===== src/rtl/sbox_arb_if.sv =====
// Bundle of the KS/DP request-grant-response channels and the external S-box
// port that the sbox_arbiter shares between its two requesters.
// master: requester/S-box side (drives requests, bytes and sbox_out)
// slave : arbiter side (drives grants, responses, sbox_in and busy)
interface sbox_arb_if;
  logic       ks_req;
  logic [7:0] ks_byte;
  logic       ks_gnt;
  logic       ks_rvalid;
  logic [7:0] ks_rdata;
  logic       dp_req;
  logic [7:0] dp_byte;
  logic       dp_gnt;
  logic       dp_rvalid;
  logic [7:0] dp_rdata;
  logic [7:0] sbox_in;
  logic [7:0] sbox_out;
  logic       busy;

  modport master (
    output ks_req, ks_byte, dp_req, dp_byte, sbox_out,
    input  ks_gnt, ks_rvalid, ks_rdata, dp_gnt, dp_rvalid, dp_rdata, sbox_in, busy
  );

  modport slave (
    input  ks_req, ks_byte, dp_req, dp_byte, sbox_out,
    output ks_gnt, ks_rvalid, ks_rdata, dp_gnt, dp_rvalid, dp_rdata, sbox_in, busy
  );
endinterface


===== src/rtl/sbox_arbiter.sv =====
// sbox_arbiter: shares one external combinational AES S-box between the key
// schedule (KS) and the round datapath (DP). One lookup is granted per cycle,
// its byte is registered onto sbox_in, and the S-box result is registered back
// to the owning requester one cycle later (grant -> rvalid latency of 2).
//
// Build option SBOX_ARB_RR_EN:
//   defined   - round-robin arbitration, the requester not granted last wins
//               contention; the DP wait counter is not built.
//   undefined - KS has fixed priority, with a DP starvation guard that forces
//               one DP grant after MAX_WAIT consecutive losing cycles.
module sbox_arbiter #(
  parameter int MAX_WAIT = 4,
  parameter int CNT_W    = 3
) (
  input logic       clk,
  input logic       rst_n,
  sbox_arb_if.slave bus
);

  logic       w_ksGnt;
  logic       w_dpGnt;
  logic       w_anyGnt;
  logic [7:0] w_gntByte;

  logic       r_s1Valid;
  logic       r_s1OwnerDp;
  logic [7:0] r_sboxIn;
  logic       r_ksRvalid;
  logic       r_dpRvalid;
  logic [7:0] r_ksRdata;
  logic [7:0] r_dpRdata;

`ifdef SBOX_ARB_RR_EN

  // Points at the requester that wins the next contention; starts on KS.
  logic r_rrPrefKs;

  // Grant whoever is alone, otherwise whoever the pointer favours.
  always_comb begin
    w_ksGnt = 1'b0;
    w_dpGnt = 1'b0;
    if (rst_n) begin
      w_ksGnt = bus.ks_req & (~bus.dp_req | r_rrPrefKs);
      w_dpGnt = bus.dp_req & (~bus.ks_req | ~r_rrPrefKs);
    end
  end

  // Every grant hands preference to the other requester.
  always_ff @(posedge clk or negedge rst_n) begin
    if (!rst_n) begin
      r_rrPrefKs <= 1'b1;
    end else if (w_ksGnt) begin
      r_rrPrefKs <= 1'b0;
    end else if (w_dpGnt) begin
      r_rrPrefKs <= 1'b1;
    end
  end

`else

  localparam logic [CNT_W-1:0] LP_MAX_WAIT = CNT_W'(MAX_WAIT);

  logic [CNT_W-1:0] r_waitCnt;
  logic             w_dpForce;

  // Once DP has lost MAX_WAIT cycles in a row it takes the next contention.
  always_comb begin
    w_dpForce = (r_waitCnt == LP_MAX_WAIT);
    w_ksGnt   = 1'b0;
    w_dpGnt   = 1'b0;
    if (rst_n) begin
      w_ksGnt = bus.ks_req & ~(bus.dp_req & w_dpForce);
      w_dpGnt = bus.dp_req & (~bus.ks_req | w_dpForce);
    end
  end

  // Count consecutive cycles DP waits; a grant or a dropped request clears it.
  always_ff @(posedge clk or negedge rst_n) begin
    if (!rst_n) begin
      r_waitCnt <= '0;
    end else if (!bus.dp_req || w_dpGnt) begin
      r_waitCnt <= '0;
    end else if (r_waitCnt != LP_MAX_WAIT) begin
      r_waitCnt <= r_waitCnt + 1'b1;
    end
  end

`endif

  // Select the byte of whichever requester was granted this cycle.
  always_comb begin
    w_anyGnt  = w_ksGnt | w_dpGnt;
    w_gntByte = w_dpGnt ? bus.dp_byte : bus.ks_byte;
  end

  // Stage 1: launch the granted byte onto the S-box and remember its owner.
  always_ff @(posedge clk or negedge rst_n) begin
    if (!rst_n) begin
      r_s1Valid   <= 1'b0;
      r_s1OwnerDp <= 1'b0;
      r_sboxIn    <= 8'h00;
    end else begin
      r_s1Valid   <= w_anyGnt;
      r_s1OwnerDp <= w_dpGnt;
      if (w_anyGnt) begin
        r_sboxIn <= w_gntByte;
      end
    end
  end

  // Stage 2: capture the S-box result into the owner's response register.
  always_ff @(posedge clk or negedge rst_n) begin
    if (!rst_n) begin
      r_ksRvalid <= 1'b0;
      r_dpRvalid <= 1'b0;
      r_ksRdata  <= 8'h00;
      r_dpRdata  <= 8'h00;
    end else begin
      r_ksRvalid <= r_s1Valid & ~r_s1OwnerDp;
      r_dpRvalid <= r_s1Valid & r_s1OwnerDp;
      if (r_s1Valid && !r_s1OwnerDp) begin
        r_ksRdata <= bus.sbox_out;
      end
      if (r_s1Valid && r_s1OwnerDp) begin
        r_dpRdata <= bus.sbox_out;
      end
    end
  end

  assign bus.ks_gnt    = w_ksGnt;
  assign bus.dp_gnt    = w_dpGnt;
  assign bus.ks_rvalid = r_ksRvalid;
  assign bus.dp_rvalid = r_dpRvalid;
  assign bus.ks_rdata  = r_ksRdata;
  assign bus.dp_rdata  = r_dpRdata;
  assign bus.sbox_in   = r_sboxIn;
  assign bus.busy      = r_s1Valid | r_ksRvalid | r_dpRvalid;

endmodule

===== src/flat_wrapper.sv =====
// flat-port wrapper written by rule: the top's interface ports become plain ports
module sbox_arbiter_flat 
#(
  parameter int MAX_WAIT = 4,
  parameter int CNT_W    = 3
)
  (clk, rst_n, bus_ks_req, bus_ks_byte, bus_dp_req, bus_dp_byte, bus_sbox_out, bus_ks_gnt, bus_ks_rvalid, bus_ks_rdata, bus_dp_gnt, bus_dp_rvalid, bus_dp_rdata, bus_sbox_in, bus_busy);
  sbox_arb_if bus_i ();
  input logic clk;
  input logic rst_n;
  input wire logic [$bits(bus_i.ks_req)-1:0] bus_ks_req;
  input wire logic [$bits(bus_i.ks_byte)-1:0] bus_ks_byte;
  input wire logic [$bits(bus_i.dp_req)-1:0] bus_dp_req;
  input wire logic [$bits(bus_i.dp_byte)-1:0] bus_dp_byte;
  input wire logic [$bits(bus_i.sbox_out)-1:0] bus_sbox_out;
  output wire logic [$bits(bus_i.ks_gnt)-1:0] bus_ks_gnt;
  output wire logic [$bits(bus_i.ks_rvalid)-1:0] bus_ks_rvalid;
  output wire logic [$bits(bus_i.ks_rdata)-1:0] bus_ks_rdata;
  output wire logic [$bits(bus_i.dp_gnt)-1:0] bus_dp_gnt;
  output wire logic [$bits(bus_i.dp_rvalid)-1:0] bus_dp_rvalid;
  output wire logic [$bits(bus_i.dp_rdata)-1:0] bus_dp_rdata;
  output wire logic [$bits(bus_i.sbox_in)-1:0] bus_sbox_in;
  output wire logic [$bits(bus_i.busy)-1:0] bus_busy;
  assign bus_i.ks_req = bus_ks_req;
  assign bus_i.ks_byte = bus_ks_byte;
  assign bus_i.dp_req = bus_dp_req;
  assign bus_i.dp_byte = bus_dp_byte;
  assign bus_i.sbox_out = bus_sbox_out;
  assign bus_ks_gnt = bus_i.ks_gnt;
  assign bus_ks_rvalid = bus_i.ks_rvalid;
  assign bus_ks_rdata = bus_i.ks_rdata;
  assign bus_dp_gnt = bus_i.dp_gnt;
  assign bus_dp_rvalid = bus_i.dp_rvalid;
  assign bus_dp_rdata = bus_i.dp_rdata;
  assign bus_sbox_in = bus_i.sbox_in;
  assign bus_busy = bus_i.busy;
  sbox_arbiter #(.MAX_WAIT(MAX_WAIT), .CNT_W(CNT_W)) u_core (.clk(clk), .rst_n(rst_n), .bus(bus_i));
endmodule

===== config.mk =====
export PLATFORM = sky130hd
export DESIGN_NAME = sbox_arbiter_flat
export DESIGN_NICKNAME = d
export VERILOG_FILES = /design/src/rtl/sbox_arb_if.sv /design/src/rtl/sbox_arbiter.sv /design/src/flat_wrapper.sv
export SDC_FILE = /design/constraint.sdc
export NUM_CORES = 1
export LEC_CHECK = 0
export BUFFER_PORTS_ARGS = -buffer_cell sky130_fd_sc_hd__buf_2
export CORE_MARGIN = 2
export CORE_UTILIZATION = 40
export CTS_CLUSTER_DIAMETER = 120
export DETAILED_ROUTE_END_ITERATION = 16
export PLACE_DENSITY = 0.69
export SYNTH_ARGS = -nofsm -noshare
export SYNTH_HDL_FRONTEND = slang
export SYNTH_SLANG_ARGS = --single-unit

===== constraint.sdc =====
create_clock -name clk -period 2.2 [get_ports clk]
set_input_delay 0 -clock clk [delete_from_list [all_inputs] [get_ports clk]]
set_output_delay 0 -clock clk [all_outputs]
set_load 0.01 [all_outputs]

==> results_dict.tcl <==
set metrics [dict create \
    hold_end "u_core.bus.sbox_in[5]" \
    reg2reg_slack_ns 0.56 \
    syn-cell-area_mm2 0.00133 \
    path_clk_slew_ns 0.09 \
    crit_path_cell_trace "inv_1 > ha_1 > a21boi_2 > or2_4 > inv_1 > buf_2" \
    grt_pass1_wl_um 4650 \
    power.density_mw_per_mm2 728 \
    die_area_mm2 0.00381 \
    portBuffers 56 \
    crit_fanout 12 \
    synth_edf_count 0 \
    crit_top_cell "inv_1" \
    antenna_found_initial 0 \
    ys_warn_count 0 \
    synth_most_common_cell "dfrtp_1" \
    post-cts-setup-buffers 0 \
    fin_nets 206 \
    root_buffer "clkbuf_4" \
    hold_viol 0 \
    gp_congestion 0.746 \
    r2r-start "u_core.r_waitCnt[0]" \
    syn_to_final_growth_pct 42.4 \
    grt_pass1_vias 1072 \
    cts_sinks 31 \
    diodes 0 \
    critPathLaunchType "flip-flop" \
    p_leak_nw 0.923 \
    min_from "bus_dp_byte[5]" \
    via_count 1063 \
    vdd_drop_max_uv 477 \
    synth.area.top_cells "dfrtp_1, mux2_2, a311o_1, nor3b_1, nor2b_1" \
    crit_required_ns 2.20 \
    wire_per_inst_um 13.5 \
    yosysUniqueCellTypes 21 \
    min_path_type "input pin to flip-flop" \
    status "completed" \
    clk-insertion-delay-late_ns 0.32 \
    pin_count 57 \
    syn_nets 126 \
    async_reset_ff_share_pct 100 \
    dp_hpwl_um 2070 \
    drtIter0Drc 22 \
    gr-total-overflow 0 \
    critPathSlowestCell "dfrtp_1" \
    start_util_pct 42.9 \
    wirelength_um 2960 \
    synthFlopType "dfrtp_1" \
    synthCells 96 \
    synthTopCellsByCount "dfrtp_1, mux2_2, nor2b_1, nor3b_1, a311o_1" \
    post-route-min-period_ns 1.82 \
    cap_viol_max_count 0 \
    clk_path_buf_depth 2 \
    cts_buffers 5 \
    total_power_w 0.00138 \
    worstRegToRegCells 5 \
    dr.pass1.iters 4 \
    die_width_um 61.7 \
    yosysTopAreaCell "dfrtp_1" \
    drive_gt1_share_pct 50.6 \
    viasPerCell 4.83 \
    max_stage_delay_ns 0.36 \
    drv_slew 0 \
    synth.yosys.seq_area_share_pct 58.2 \
    grt_max_degree 21 \
    fmax_ghz 0.550 \
    end_kind "primary output" \
    critical_path.top_delay_family "flip-flops" \
    rsz0062_at_grt "false" \
    min_path_cells 3 \
    avgSynthCellArea_um2 13.9 \
    setup_viol 0 \
    cts_tree "built" \
    groute.usage.overall_pct 17.3 \
    rr_endpoint "u_core.bus.sbox_in[1]" \
    ys_ff_latch 31 \
    drc_errors 0 \
    synth_top_cell_area_share_pct 58.2 \
    htreeDepth 2 \
    crit_type "flip-flop to primary output" \
    antenna_left 0 \
    tightest_slew_ns 0.403 \
    critical_path_arrival_ns 1.82 \
    finalSetupTns_ns 0 \
    max_slew_margin_pct 73.1 \
    fin_worst_skew_ns 0.00479 \
    coreArea_mm2 0.00310 \
    rows 20 \
    nFillCells 271 \
    finalCritPeriodShare_pct 82.7 \
    die_h_um 61.7 \
    crit_buf_inv 3 \
]
==> stage by stage <==
step | util (%) | setup slack [ns] | cell area, µm² | hold WS, ns | instances
after floorplan | - | 0.650 | 1330 | -0.296 | 96
after global placement | 53.5 | 0.619 | 1660 | -0.0728 | 195
after detailed placement | 53.5 | 0.570 | 1660 | -0.0690 | 195
after CTS | 61.2 | 0.361 | 1900 | 0.0673 | 220
after global routing | 61.2 | 0.226 | 1900 | 0.0707 | 220
final | 61.2 | 0.381 | 1900 | 0.0735 | 220
==> cell families (layout without fill, tap and decap cells) <==
kind of cell	after synthesis	after routing	synth area share, %
AOI/OAI and AO/OA	12	12	8.92
xor gates and xnor gates	1	1	0.657
adders and majority gates	2	2	1.88
buffers and inverters	7	87	2.72
DFF	31	31	58.2
muxes	17	17	14.4
and+or+nand+nor	26	26	13.2
==> final cells by class <==
cell class,instances,area [µm²],share of cell area (%)
Clock buffer,6,51.3,2.70
Clock inverter,1,5.00,0.264
Inverter,4,15.0,0.791
Multi-Input combinational cell,58,520,27.4
Sequential cell,31,776,40.9
Tap cell,44,55.1,2.90
Timing Repair Buffer,76,475,25.0
==> report_power, final <==
group	total [W]	switching, W	internal [W]	leakage (nW)
clock	0.000334	0.000186	0.000148	0.0341
sequential	0.000701	0.0000435	0.000658	0.375
combinational	0.000347	0.000157	0.000190	0.514
==> placed cells by master, fill, tap and decap left out, types with 3 or more instances in the layout <==
master / netlist / routed
buf_2: 2 / 56
dfrtp_1: 31 / 31
dlygate4sd3_1: 0 / 18
mux2_2: 17 / 17
nor2b_1: 9 / 9
nor3b_1: 8 / 8
a311o_1: 7 / 7
clkbuf_4: 0 / 5
inv_1: 4 / 4
nand2_1: 3 / 3
==> layer usage <==
layer,routed length (µm),share of wire (%),vias up,global-route usage (%)
met5,0,0,-,0
met4,37,1.3,0,8.21
met3,150,5.1,6,5.80
met2,1580,53,29,28.7
met1,1200,40,522,20.1
li1,-,-,506,-
==> registers in the layout, summed over array words and instances, names as in the netlist <==
signal,count
u_core.bus.dp_rdata,8
u_core.bus.ks_rdata,8
u_core.bus.sbox_in,8
u_core.r_waitCnt,3
u_core.bus.dp_rvalid,1
u_core.bus.ks_rvalid,1
u_core.r_s1OwnerDp,1
u_core.r_s1Valid,1
==> worst reg2reg max path: stages, from the launching register on <==
cell and delay [ns]:
dfrtp_1 0.39, inv_1 0.09, ha_1 0.22, a21boi_2 0.14, or2_4 0.32, a311o_2 0.37
==> what timing repair did <==
action	4_1_cts	5_1_grt
resized for setup	0	0
hold buffers	18	0
endpoints found under the hold margin	56	0
endpoints found under the setup margin	0	0
==> how the worst max path moves through the flow <==
| stage | start | endpoint | slack (ns) | cells after the start |
|---|---|---|---|---|
| after floorplan | u_core.r_waitCnt[0] | u_core.bus.sbox_in[2] | 0.65 | 6 |
| after global placement | u_core.r_waitCnt[0] | u_core.bus.sbox_in[1] | 0.62 | 5 |
| after detailed placement | u_core.r_waitCnt[0] | u_core.bus.sbox_in[1] | 0.57 | 5 |
| after CTS | u_core.r_waitCnt[1] | bus_dp_gnt | 0.36 | 6 |
| after global routing | u_core.r_waitCnt[1] | bus_dp_gnt | 0.23 | 6 |
| final | u_core.r_waitCnt[0] | bus_dp_gnt | 0.38 | 6 |
Note: power is estimated with default switching activity, not from simulation.
